**config.mk**
```make
export PLATFORM = sky130hd
export DESIGN_NAME = perst_seq_ctrl
export DESIGN_NICKNAME = d
export VERILOG_FILES = /design/src/rtl/perst_seq_ctrl.sv
export SDC_FILE = /design/constraint.sdc
export NUM_CORES = 1
export LEC_CHECK = 0
export BUFFER_PORTS_ARGS = -buffer_cell sky130_fd_sc_hd__buf_2
export CAP_MARGIN = 20
export CORE_UTILIZATION = 29
export DETAILED_ROUTE_END_ITERATION = 8
export PLACE_DENSITY = 0.42
export SETUP_SLACK_MARGIN = 0.05
export SKIP_CTS_REPAIR_TIMING = 1
export SLEW_MARGIN = 25
export SYNTH_ARGS = -nofsm -noshare
export SYNTH_HDL_FRONTEND = slang
export SYNTH_HIERARCHICAL = 1
export SYNTH_SLANG_ARGS = --single-unit
```
**constraint.sdc**
```tcl
create_clock -name iClk -period 3.1 [get_ports iClk]
set_clock_uncertainty 0.2 [all_clocks]
set_input_delay 0.155 -clock iClk [delete_from_list [all_inputs] [get_ports iClk]]
set_output_delay 0.155 -clock iClk [all_outputs]
set_load 0.05 [all_outputs]
```
**src/rtl/perst_seq_ctrl.sv**
```systemverilog
// PERST# sequencer for the CPU0, CPU1 and PCH PCIe reset domains.
// Each domain enforces a minimum assertion hold plus its own staggered release delay.

module perst_seq_dom #(
  parameter int CNT_W      = 16,
  parameter int MIN_ASSERT = 100,
  parameter int DLY        = 10
) (
  input  logic iClk,
  input  logic iRst,
  input  logic src,
  input  logic force_assert,
  output logic rel_nxt,
  output logic perst_n
);
  typedef enum logic [1:0] {ST_ASSERT, ST_WAIT, ST_REL} state_t;

  localparam logic [CNT_W-1:0] MIN_C  = CNT_W'(MIN_ASSERT);
  localparam logic [CNT_W-1:0] DLY_M1 = CNT_W'(DLY - 1);

  state_t           state_q, state_d;
  logic [CNT_W-1:0] cnt_q, cnt_d;

  always_ff @(posedge iClk or posedge iRst) begin
    if (iRst) begin
      state_q <= ST_ASSERT;
      cnt_q   <= '0;
      perst_n <= 1'b0;
    end else begin
      state_q <= state_d;
      cnt_q   <= cnt_d;
      perst_n <= (state_d == ST_REL);
    end
  end

  // Loss of source or a force request always wins over a pending release.
  always_comb begin
    state_d = state_q;
    cnt_d   = cnt_q;
    case (state_q)
      ST_ASSERT: begin
        if (cnt_q != MIN_C) cnt_d = cnt_q + 1'b1;
        if (src && (cnt_q == MIN_C) && !force_assert) begin
          state_d = ST_WAIT;
          cnt_d   = '0;
        end
      end
      ST_WAIT: begin
        cnt_d = cnt_q + 1'b1;
        if (!src || force_assert) begin
          state_d = ST_ASSERT;
          cnt_d   = '0;
        end else if (cnt_q == DLY_M1) begin
          state_d = ST_REL;
          cnt_d   = '0;
        end
      end
      ST_REL: begin
        cnt_d = '0;
        if (!src || force_assert) state_d = ST_ASSERT;
      end
      default: begin
        state_d = ST_ASSERT;
        cnt_d   = '0;
      end
    endcase
  end

  assign rel_nxt = (state_d == ST_REL);
endmodule

module perst_seq_ctrl #(
  parameter int CNT_W      = 16,
  parameter int MIN_ASSERT = 100,
  parameter int DLY_CPU0   = 10,
  parameter int DLY_CPU1   = 20,
  parameter int DLY_PCH    = 30
) (
  input  logic       iClk,
  input  logic       iRst,
  input  logic       PWRG_CPUPWRGD_LVC1,
  input  logic       RST_PLTRST_N,
  input  logic [2:0] FM_RST_PERST_BIT,
  input  logic       iForceAssert,
  output logic       RST_PCIE_CPU0_DEV_PERST_N,
  output logic       RST_PCIE_CPU1_DEV_PERST_N,
  output logic       RST_PCIE_PCH_DEV_PERST_N,
  output logic       oPerstAllRel
);
  localparam int NUM_DOM = 3;

  // Straps, platform reset and power-good share one 2-flop synchronizer bank.
  logic [4:0]         meta_q, sync_q;
  logic [NUM_DOM-1:0] strap_s, src, rel_nxt, perst_n;
  logic               pltrst_s, pwrgd_s;

  always_ff @(posedge iClk or posedge iRst) begin
    if (iRst) begin
      meta_q <= '0;
      sync_q <= '0;
    end else begin
      meta_q <= {FM_RST_PERST_BIT, RST_PLTRST_N, PWRG_CPUPWRGD_LVC1};
      sync_q <= meta_q;
    end
  end

  assign {strap_s, pltrst_s, pwrgd_s} = sync_q;
  assign src = (strap_s & {NUM_DOM{pltrst_s}}) | (~strap_s & {NUM_DOM{pwrgd_s}});

  for (genvar g = 0; g < NUM_DOM; g++) begin : g_dom
    perst_seq_dom #(
      .CNT_W      (CNT_W),
      .MIN_ASSERT (MIN_ASSERT),
      .DLY        ((g == 0) ? DLY_CPU0 : (g == 1) ? DLY_CPU1 : DLY_PCH)
    ) u_dom (
      .iClk         (iClk),
      .iRst         (iRst),
      .src          (src[g]),
      .force_assert (iForceAssert),
      .rel_nxt      (rel_nxt[g]),
      .perst_n      (perst_n[g])
    );
  end

  always_ff @(posedge iClk or posedge iRst) begin
    if (iRst) oPerstAllRel <= 1'b0;
    else      oPerstAllRel <= &rel_nxt;
  end

  assign RST_PCIE_CPU0_DEV_PERST_N = perst_n[0];
  assign RST_PCIE_CPU1_DEV_PERST_N = perst_n[1];
  assign RST_PCIE_PCH_DEV_PERST_N  = perst_n[2];
endmodule

```
* After elaboration in Yosys (flattened, before gate mapping) *
Index checks and enable logic that the tools add are counted.

word-level totals
  register bits = 68
  output and inout port bits = 4
  bits of input ports = 8
  word-level logic and storage cells = 87

operators by class
  reductions and logical operators = 17
  bitwise logic cells = 4
  add/sub/neg operators = 3
  eq/ne operators = 21
  muxes and demuxes = 30

operators by type and width
  operator                                              count
  2-to-1 mux 16 bit                                     12
  case mux 16 bit (2 select lines)                      3
  adder 16 x 1 -> 16 bit, second input constant         3
  equality test 16 x 7 -> 1 bit, second input constant  3
  != test 16 x 7 -> 1 bit, second input constant        3
  equality test 16 x 5 -> 1 bit, second input constant  2
  2-to-1 mux 2 bit                                      12
  case mux 2 bit (3 select lines)                       3
  equality test 16 x 4 -> 1 bit, second input constant  1
  equality test 2 bit, second input constant            6
  != test 3 x 1 -> 1 bit, second input constant         3
  bitwise AND 3 bit                                     2
  equality test 2 x 1 -> 1 bit, second input constant   3
  logical AND 1 bit                                     6
  logical NOT 2 bit                                     3
  logical NOT 1 bit                                     4
  logical OR 1 bit                                      3
  NOT 3 bit                                             1
  bitwise OR 3 bit                                      1
  AND reduction 3 bit                                   1

* Logic depth before layout (Yosys ltp) *
Gate-level depths: netlist of the first run.

  depth after elaboration = 9
  mapped depth = 8
  mapped depth without buffers = 7

* Hierarchy *
Netlist of the first run, hierarchy kept.

by module, submodules not included
  module                          area an instance (um^2)  times used  sequential area each (um^2)  cells an instance
  perst_seq_dom (g_dom[1].u_dom)  1061.0                   1           475.5                        104
  perst_seq_dom (g_dom[0].u_dom)  1056.0                   1           475.5                        110
  perst_seq_dom (g_dom[2].u_dom)  1039.7                   1           475.5                        107
  perst_seq_ctrl                  322.8                    1           275.3                        16

* Worst setup path after synthesis of the first run *
OpenSTA, ideal clock, no wires.

  path kind = register to register
  start = register g_dom[1].u_dom.cnt_q[12]
  end = register g_dom[1].u_dom.cnt_q[11]
  path slack = 0.919 ns
  required time = 2.781 ns
  cell stages (with the launch flop) = 7
  clock period less this slack = 2.181 ns
  path buffers = 1
  library setup time = 0.119 ns
  data arrival time = 1.862 ns
  cell sequence = dfrtp_1 > or4_4 > nor4_4 > nand2_2 > a21oi_4 > buf_12 > nor2_2

between the ends
  word-level cells in the longest chain between the ends = 5
  elaborated cells on any way between the ends = 10
  classes of those cells = eq/ne (4); mux (4); reduce/logical (2)

RTL lines
  element                           line  source
  start: declaration                22    logic [CNT_W-1:0] cnt_q, cnt_d;
  start signal: assignment          31    cnt_q <= cnt_d;
  equality test 16 x 7 -> 1 bit     43    if (src && (cnt_q == MIN_C) && !force_assert) begin
  logical AND 1 bit (2 in series)   43
  2-to-1 mux 16 bit                 43
  case mux 16 bit (2 select lines)  40    case (state_q)

Several ways; a longest one is shown, not always the timed one.
A chain may end at the register's enable or synchronous reset.

* Final worst setup path of the first run *
  start = register g_dom[2].u_dom.cnt_q[11]
  end = register g_dom[2].u_dom.cnt_q[0]

between the ends
  word-level cells in the longest chain between the ends = 5
  elaborated cells on any way between the ends = 10
  classes of those cells = eq/ne (4); mux (4); reduce/logical (2)

RTL lines
  element                           line
  start: declaration                22
  start signal: assignment          31
  equality test 16 x 7 -> 1 bit     43
  logical AND 1 bit (2 in series)   43
  2-to-1 mux 16 bit                 43
  case mux 16 bit (2 select lines)  40

Several ways; a longest one is shown, not always the timed one.

==> flow_metrics.env, run 1 <==
export IMPL_via_per_inst=4.655
export IMPL_numCtsBuffers=9
export IMPL_path_class="reg -> reg"
export IMPL_final_util=0.3474
export IMPL_clock_latency_ns=0.34
export IMPL_drc=0
export IMPL_syn_inst=337
export IMPL_grt_util_met2=0.1854
export IMPL_setup_viol=0
export IMPL_rsz0062_at_grt="false"
export IMPL_maxCapViolations=0
export IMPL_cp_start_kind="register"
export IMPL_synth_edf_count=0
export IMPL_num_fill_cells=1180
export IMPL_fp_dieW_um=111.5
export IMPL_yosysMostFrequentCell="dfrtp_1"
export IMPL_fin_crit_sh=0.7890
export IMPL_yosysTopAreaCellShare=0.4890
export IMPL_grt_usage=0.1229
export IMPL_hp_class="in -> reg"
export IMPL_cts_sinks=68
export IMPL_num_vias=2374
export IMPL_syn2layout_area_growth_pct=15.46
export IMPL_die_area_mm2=0.01244
export IMPL_cts_root_buf="clkbuf_16"
export IMPL_grt_max_degree=20
export IMPL_antenna_found_initial=0
export IMPL_grt_overflow_total=0
export IMPL_ys_async_sr_fraction=1.000
export IMPL_startpoint="g_dom[2].u_dom/cnt_q[11]"
export IMPL_io_pins=12
export IMPL_antenna_cells=0
export IMPL_postRouteWirelength_um=6622
export IMPL_cts_htree_levels=3
export IMPL_synth_area_leaders="dfrtp_1, nor2_1, xor2_1"
export IMPL_synth_flop_cell="dfrtp_1"
export IMPL_yosysWarnings=6
export IMPL_r2r_slack_ns=0.65
export IMPL_synth_top_cell_by_area="dfrtp_1"
export IMPL_slew_violations=0
export IMPL_synth_area_per_cell_um2=10.33
export IMPL_worst_pin_slew_ns=0.8654
export IMPL_fmax_mhz=408.9
export IMPL_use_met3=0.03756
export IMPL_p_leak_nw=1.798
export IMPL_top_usage_layer="met2"
export IMPL_slew_headroom=0.4177
export IMPL_drive_above_1_share=0.1662
export IMPL_drt_first_pass_iters=6
export IMPL_cts_tree="yes"
export IMPL_worstPathArrival_ns=2.44
export IMPL_drtIter0Drc=106
export IMPL_core_mm2=0.01156
export IMPL_gp_congestion=0.7226
export IMPL_r2r_cells=5
export IMPL_fin_setup_tns_ns=0
export IMPL_row_count=39
export IMPL_period_minus_slack_ns=2.446
export IMPL_grt_pass1_vias=2425
export IMPL_grt_first_pass_wirelength_um=11760
export IMPL_hold_violations=0
export IMPL_wl_per_cell_um=12.98
export IMPL_crit_required_ns=3.09
export IMPL_nNetsFinal=378
export IMPL_status="finished clean"
export IMPL_grt_use_met1=0.1573
export IMPL_fin_hold_ws_ns=0.03921
export IMPL_clk_pin_slew_worst_paths_ns=0.05
export IMPL_ys_seq_area_frac=0.4890
export IMPL_powerDensity_mw_per_mm2=476.7
export IMPL_syn_nets=353
export IMPL_postRouteAntennaNets=0
export IMPL_synthTopCellsByCount="dfrtp_1, nor2_1, nand2_1, nand3_1, xor2_1"
export IMPL_cts_max_path_buffers=2
export IMPL_cp_end_kind="register"
export IMPL_syn_area_mm2=0.003480
export IMPL_ir_drop_mv=0.1847
export IMPL_numPortBuffers=11
export IMPL_synth_seq_cells=68
export IMPL_hold_depth=3
export IMPL_crit_fanout=16
export IMPL_start_util=0.3009
export IMPL_synth_cell_type_count=49
export IMPL_place_hpwl_um=4580
export IMPL_worstHoldStart="iForceAssert"
export IMPL_die_h_um=111.5
export IMPL_worstReg2RegStart="g_dom[2].u_dom/cnt_q[11]"
[worst paths after layout]
check / endpoint
worst max-delay path: g_dom[2].u_dom/cnt_q[0]
worst min-delay path: g_dom[2].u_dom/state_q[1]
worst max register to register: g_dom[2].u_dom/cnt_q[0]
worst min register to register: sync_q[0]
max in group asynchronous: g_dom[2].u_dom/cnt_q[3]
min in group asynchronous: oPerstAllRel
[kinds of logic after synthesis]
| kind of cell | synth area share |
|---|---|
| and+or+nand+nor | 0.2959 |
| AOI/OAI and AO/OA | 0.04963 |
| adders and majority gates | 0.02877 |
| buffers and inverters | 0.02948 |
| xor gates and xnor gates | 0.09061 |
| muxes | 0.01654 |
| DFF | 0.4890 |
[layout make-up]
class                   count  area (um2)  area share
repair buffers             18       122.6     0.03052
multi-input cells         250        1675      0.4170
flip-flops and latches     68        1702      0.4235
well taps                 143       178.9     0.04453
inverters                  15       56.30     0.01401
clock buffers              15       277.8     0.06914
clock inverters             1       5.005    0.001246
[critical path: stages (launching register included)]
cell     delay (ns)
dfrtp_1        0.40
or4_4          0.55
nor4_4         0.26
nand4_2        0.21
a32oi_4        0.50
o21ai_0        0.17
[cell usage in the layout, fill, tap and decap left out, types with 4 or more instances in the layout]
cell type / instances
nand3_1: 22
nand2b_1: 10
buf_2: 11
nor2_2: 10
clkbuf_16: 9
xor2_1: 19
dfrtp_1: 68
nand4_1: 10
nand2_1: 26
ha_1: 8
a21oi_1: 12
inv_1: 15
and3_2: 5
nor3_1: 4
nor2_1: 47
and3_1: 10
dlygate4sd3_1: 6
nor2b_1: 4
or4_4: 5
xnor2_1: 17
[registers in the layout, indices dropped and copies added, names as in the netlist]
signal	count
meta_q	5
oPerstAllRel	1
sync_q	5
g_dom.u_dom/perst_n	3
g_dom.u_dom/state_q	6
g_dom.u_dom/cnt_q	48
[report_power, final]
| group | total (mW) | leakage (nW) | internal (mW) | switching [mW] |
|---|---|---|---|---|
| Clock | 0.975 | 0.140 | 0.606 | 0.369 |
| Sequential | 0.897 | 0.884 | 0.895 | 0.00232 |
| Combinational | 0.0429 | 0.774 | 0.0141 | 0.0288 |
[per-stage QoR]
| step | setup WS [ns] | instance area [um2] | power, mW | std cells |
|---|---|---|---|---|
| after floorplan | 0.9194 | 3480 | 0.9369 | 337 |
| after global placement | 0.6306 | 3675 | 0.9516 | 488 |
| after detailed placement | 0.6339 | 3675 | 0.9524 | 488 |
| after CTS | 0.6220 | 3958 | 1.953 | 504 |
| after global routing | 0.4841 | 4018 | 2.010 | 510 |
| final | 0.6541 | 4018 | 1.915 | 510 |
[layer usage]
layer  share of wire  up-vias
met5               0        -
met4           0.025        0
met3           0.027       12
met2            0.43       29
met1            0.51     1134
li1                -     1199
Power figures use the tool's default switching activity.
==> inputs of run 2 (changes only) <==
--- a/config.mk
+++ b/config.mk
@@ -9,7 +9,7 @@
 export CAP_MARGIN = 20
 export CORE_UTILIZATION = 29
 export DETAILED_ROUTE_END_ITERATION = 8
-export PLACE_DENSITY = 0.42
+export PLACE_DENSITY = 0.44
 export SETUP_SLACK_MARGIN = 0.05
 export SKIP_CTS_REPAIR_TIMING = 1
 export SLEW_MARGIN = 25
==> constraint.sdc (replaced) <==
create_clock -name iClk -period 2.2 [get_ports iClk]
set_clock_uncertainty 0.2 [all_clocks]
set_input_delay 0.11 -clock iClk [delete_from_list [all_inputs] [get_ports iClk]]
set_output_delay 0.11 -clock iClk [all_outputs]
set_load 0.05 [all_outputs]
==> run 2 against run 1 <==
Effect of this change:
- final area rose by 12%
- first-iteration DRC count fell by 23%
- fmax rose by 11%
- register-to-register slack got worse by 0.65 ns
- wire length rose by 8.7%
- combinational power rose by 51%
- clock-buffer cell count fell by 6
- critical endpoint is now g_dom[1].u_dom/cnt_q[2]
==> flow_metrics.env, run 2 (same netlist as run 1, synthesis figures left out) <==
export IMPL_core_mm2=0.01156
export IMPL_period_minus_slack_ns=2.195
export IMPL_power_frac_clock=0.544
export IMPL_slew_headroom=0.4897
export IMPL_cts_root_buf="clkbuf_16"
export IMPL_ir_drop_mv=0.5239
export IMPL_power_frac_seq=0.434
export IMPL_dp_slack_ns=-0.01716
export IMPL_layout_commonest_cell="dfrtp_1"
export IMPL_cts_htree_levels=3
export IMPL_place_area_mm2=0.003902
export IMPL_grt_overflow_total=0
export IMPL_antenna_found_initial=0
export IMPL_status="finished clean"
export IMPL_grt_use_met1=0.1710
export IMPL_numPortBuffers=11
export IMPL_pwr_share_comb=0.022
export IMPL_setup_viol=0
export IMPL_cts_max_path_buffers=2
export IMPL_die_h_um=111.5
export IMPL_drc=0
export IMPL_grt_first_pass_wirelength_um=12400
export IMPL_r2r_slack_ns=0.005
export IMPL_sw_frac_of_total=0.2175
export IMPL_p_leak_nw=2.008
export IMPL_num_vias=2519
export IMPL_r2r_cells=6
export IMPL_nNetsFinal=411
export IMPL_slew_violations=0
export IMPL_maxCapViolations=0
export IMPL_antenna_cells=0
export IMPL_cp_end_kind="register"
export IMPL_p_int_mw=2.280
export IMPL_clk_pin_slew_worst_paths_ns=0.06
export IMPL_cp_start_kind="register"
export IMPL_hp_class="in -> async"
export IMPL_path_class="reg -> reg"
export IMPL_via_per_inst=4.639
export IMPL_syn2layout_area_growth_pct=29.34
export IMPL_top_regs="g_dom.u_dom/cnt_q (48), g_dom.u_dom/state_q (6)"
export IMPL_power_switching_mw=0.6338
export IMPL_powerDensity_mw_per_mm2=647.4
export IMPL_grt_util_met2=0.1908
export IMPL_numCtsBuffers=9
export IMPL_gp_congestion=0.7443
export IMPL_die_area_mm2=0.01244
export IMPL_top_usage_layer="met2"
export IMPL_drive_above_1_share=0.2775
export IMPL_final_area_mm2=0.004501
export IMPL_drt_first_pass_iters=4
export IMPL_worst_slack_ns=0.005056
export IMPL_worstPathArrival_ns=2.23
export IMPL_num_fill_cells=1116
export IMPL_largest_register_ffs=48
export IMPL_postRouteAntennaNets=0
export IMPL_grt_max_degree=20
export IMPL_use_met3=0.03756
export IMPL_rsz0062_at_grt="true"
export IMPL_fmax_mhz=455.6
export IMPL_drtIter0Drc=82
export IMPL_io_pins=12
export IMPL_cts_tree="yes"
export IMPL_most_common_layout_cells="dfrtp_1, nor2_1, buf_4"
export IMPL_postRouteWirelength_um=7196
export IMPL_worst_pin_slew_ns=0.7646
export IMPL_crit_fanout=8
export IMPL_fin_crit_sh=0.9977
export IMPL_crit_required_ns=2.24
export IMPL_hold_violations=0
export IMPL_cts_sinks=68
export IMPL_fp_dieW_um=111.5
export IMPL_start_util=0.3009
export IMPL_clock_latency_ns=0.34
export IMPL_largest_register="g_dom.u_dom/cnt_q"
export IMPL_place_hpwl_um=4885
export IMPL_wl_per_cell_um=13.25
export IMPL_row_count=39
export IMPL_fin_setup_tns_ns=0
export IMPL_grt_usage=0.1291
export IMPL_grt_pass1_vias=2563
-- run 2: changes by cell type in the layout (fill, tap and decap cells not counted), sizes merged --
| cell | previous run | this run |
|---|---|---|
| clkinv | 1 | 3 |
| buf | 12 | 44 |
| dlygate4sd3 | 6 | 7 |
| clkinvlp | 0 | 2 |
| clkbuf | 15 | 9 |
| bufinv | 0 | 2 |
-- run 2: worst paths after layout --
check | startpoint | endpoint
setup / recovery | g_dom[1].u_dom/cnt_q[9] | g_dom[1].u_dom/cnt_q[2]
hold / removal | iRst | meta_q[0]
setup reg to reg | g_dom[1].u_dom/cnt_q[9] | g_dom[1].u_dom/cnt_q[2]
hold reg to reg | meta_q[1] | sync_q[1]
max in group asynchronous | iRst | g_dom[0].u_dom/cnt_q[4]
min in group iClk | meta_q[1] | sync_q[1]
-- run 2: through the flow --
| stage | utilization | hold slack, ns | instances | power (mW) |
|---|---|---|---|---|
| 2_1_floorplan | - | -0.2376 | 337 | 1.320 |
| 3_3_place_gp | 0.3374 | -0.03830 | 515 | 1.343 |
| 3_5_place_dp | 0.3374 | -0.03349 | 515 | 1.343 |
| 4_1_cts | 0.3657 | -0.4081 | 531 | 2.962 |
| 5_1_grt | 0.3892 | 0.1559 | 543 | 3.023 |
| 6_report | 0.3892 | 0.1416 | 543 | 2.914 |
-- run 2: per-layer routing --
metal / up-vias / part of all wire
met5: - / 0
met3: 11 / 0.030
met2: 32 / 0.46
li1: 1268 / -
met1: 1208 / 0.49
met4: 0 / 0.021
-- run 2: layout make-up --
type                    count  area (um2)  share of cell area
clock buffers               9       225.2             0.05004
inverters                  15       56.30             0.01251
repair buffers             51       425.4             0.09452
multi-input cells         250        1812              0.4026
well taps                 143       178.9             0.03976
flip-flops and latches     68        1702              0.3781
clock inverters             7       101.3             0.02252
-- run 2: worst max-delay path: stages, from the launching register on --
cell     delay, ns
dfrtp_1       0.39
or4_4         0.58
nor4_4        0.37
nand2_2       0.10
a21oi_4       0.21
buf_12        0.18
nor3_2        0.05
-- run 2: power by group through the flow --
stage	Combinational [mW]	Clock, mW	Sequential [mW]
CTS	0.0572	1.64	1.26
floorplan	0.0348	0	1.29
finish	0.0646	1.59	1.26
detailed placement	0.0569	0	1.29
global placement	0.0564	0	1.29
global route	0.0746	1.68	1.26
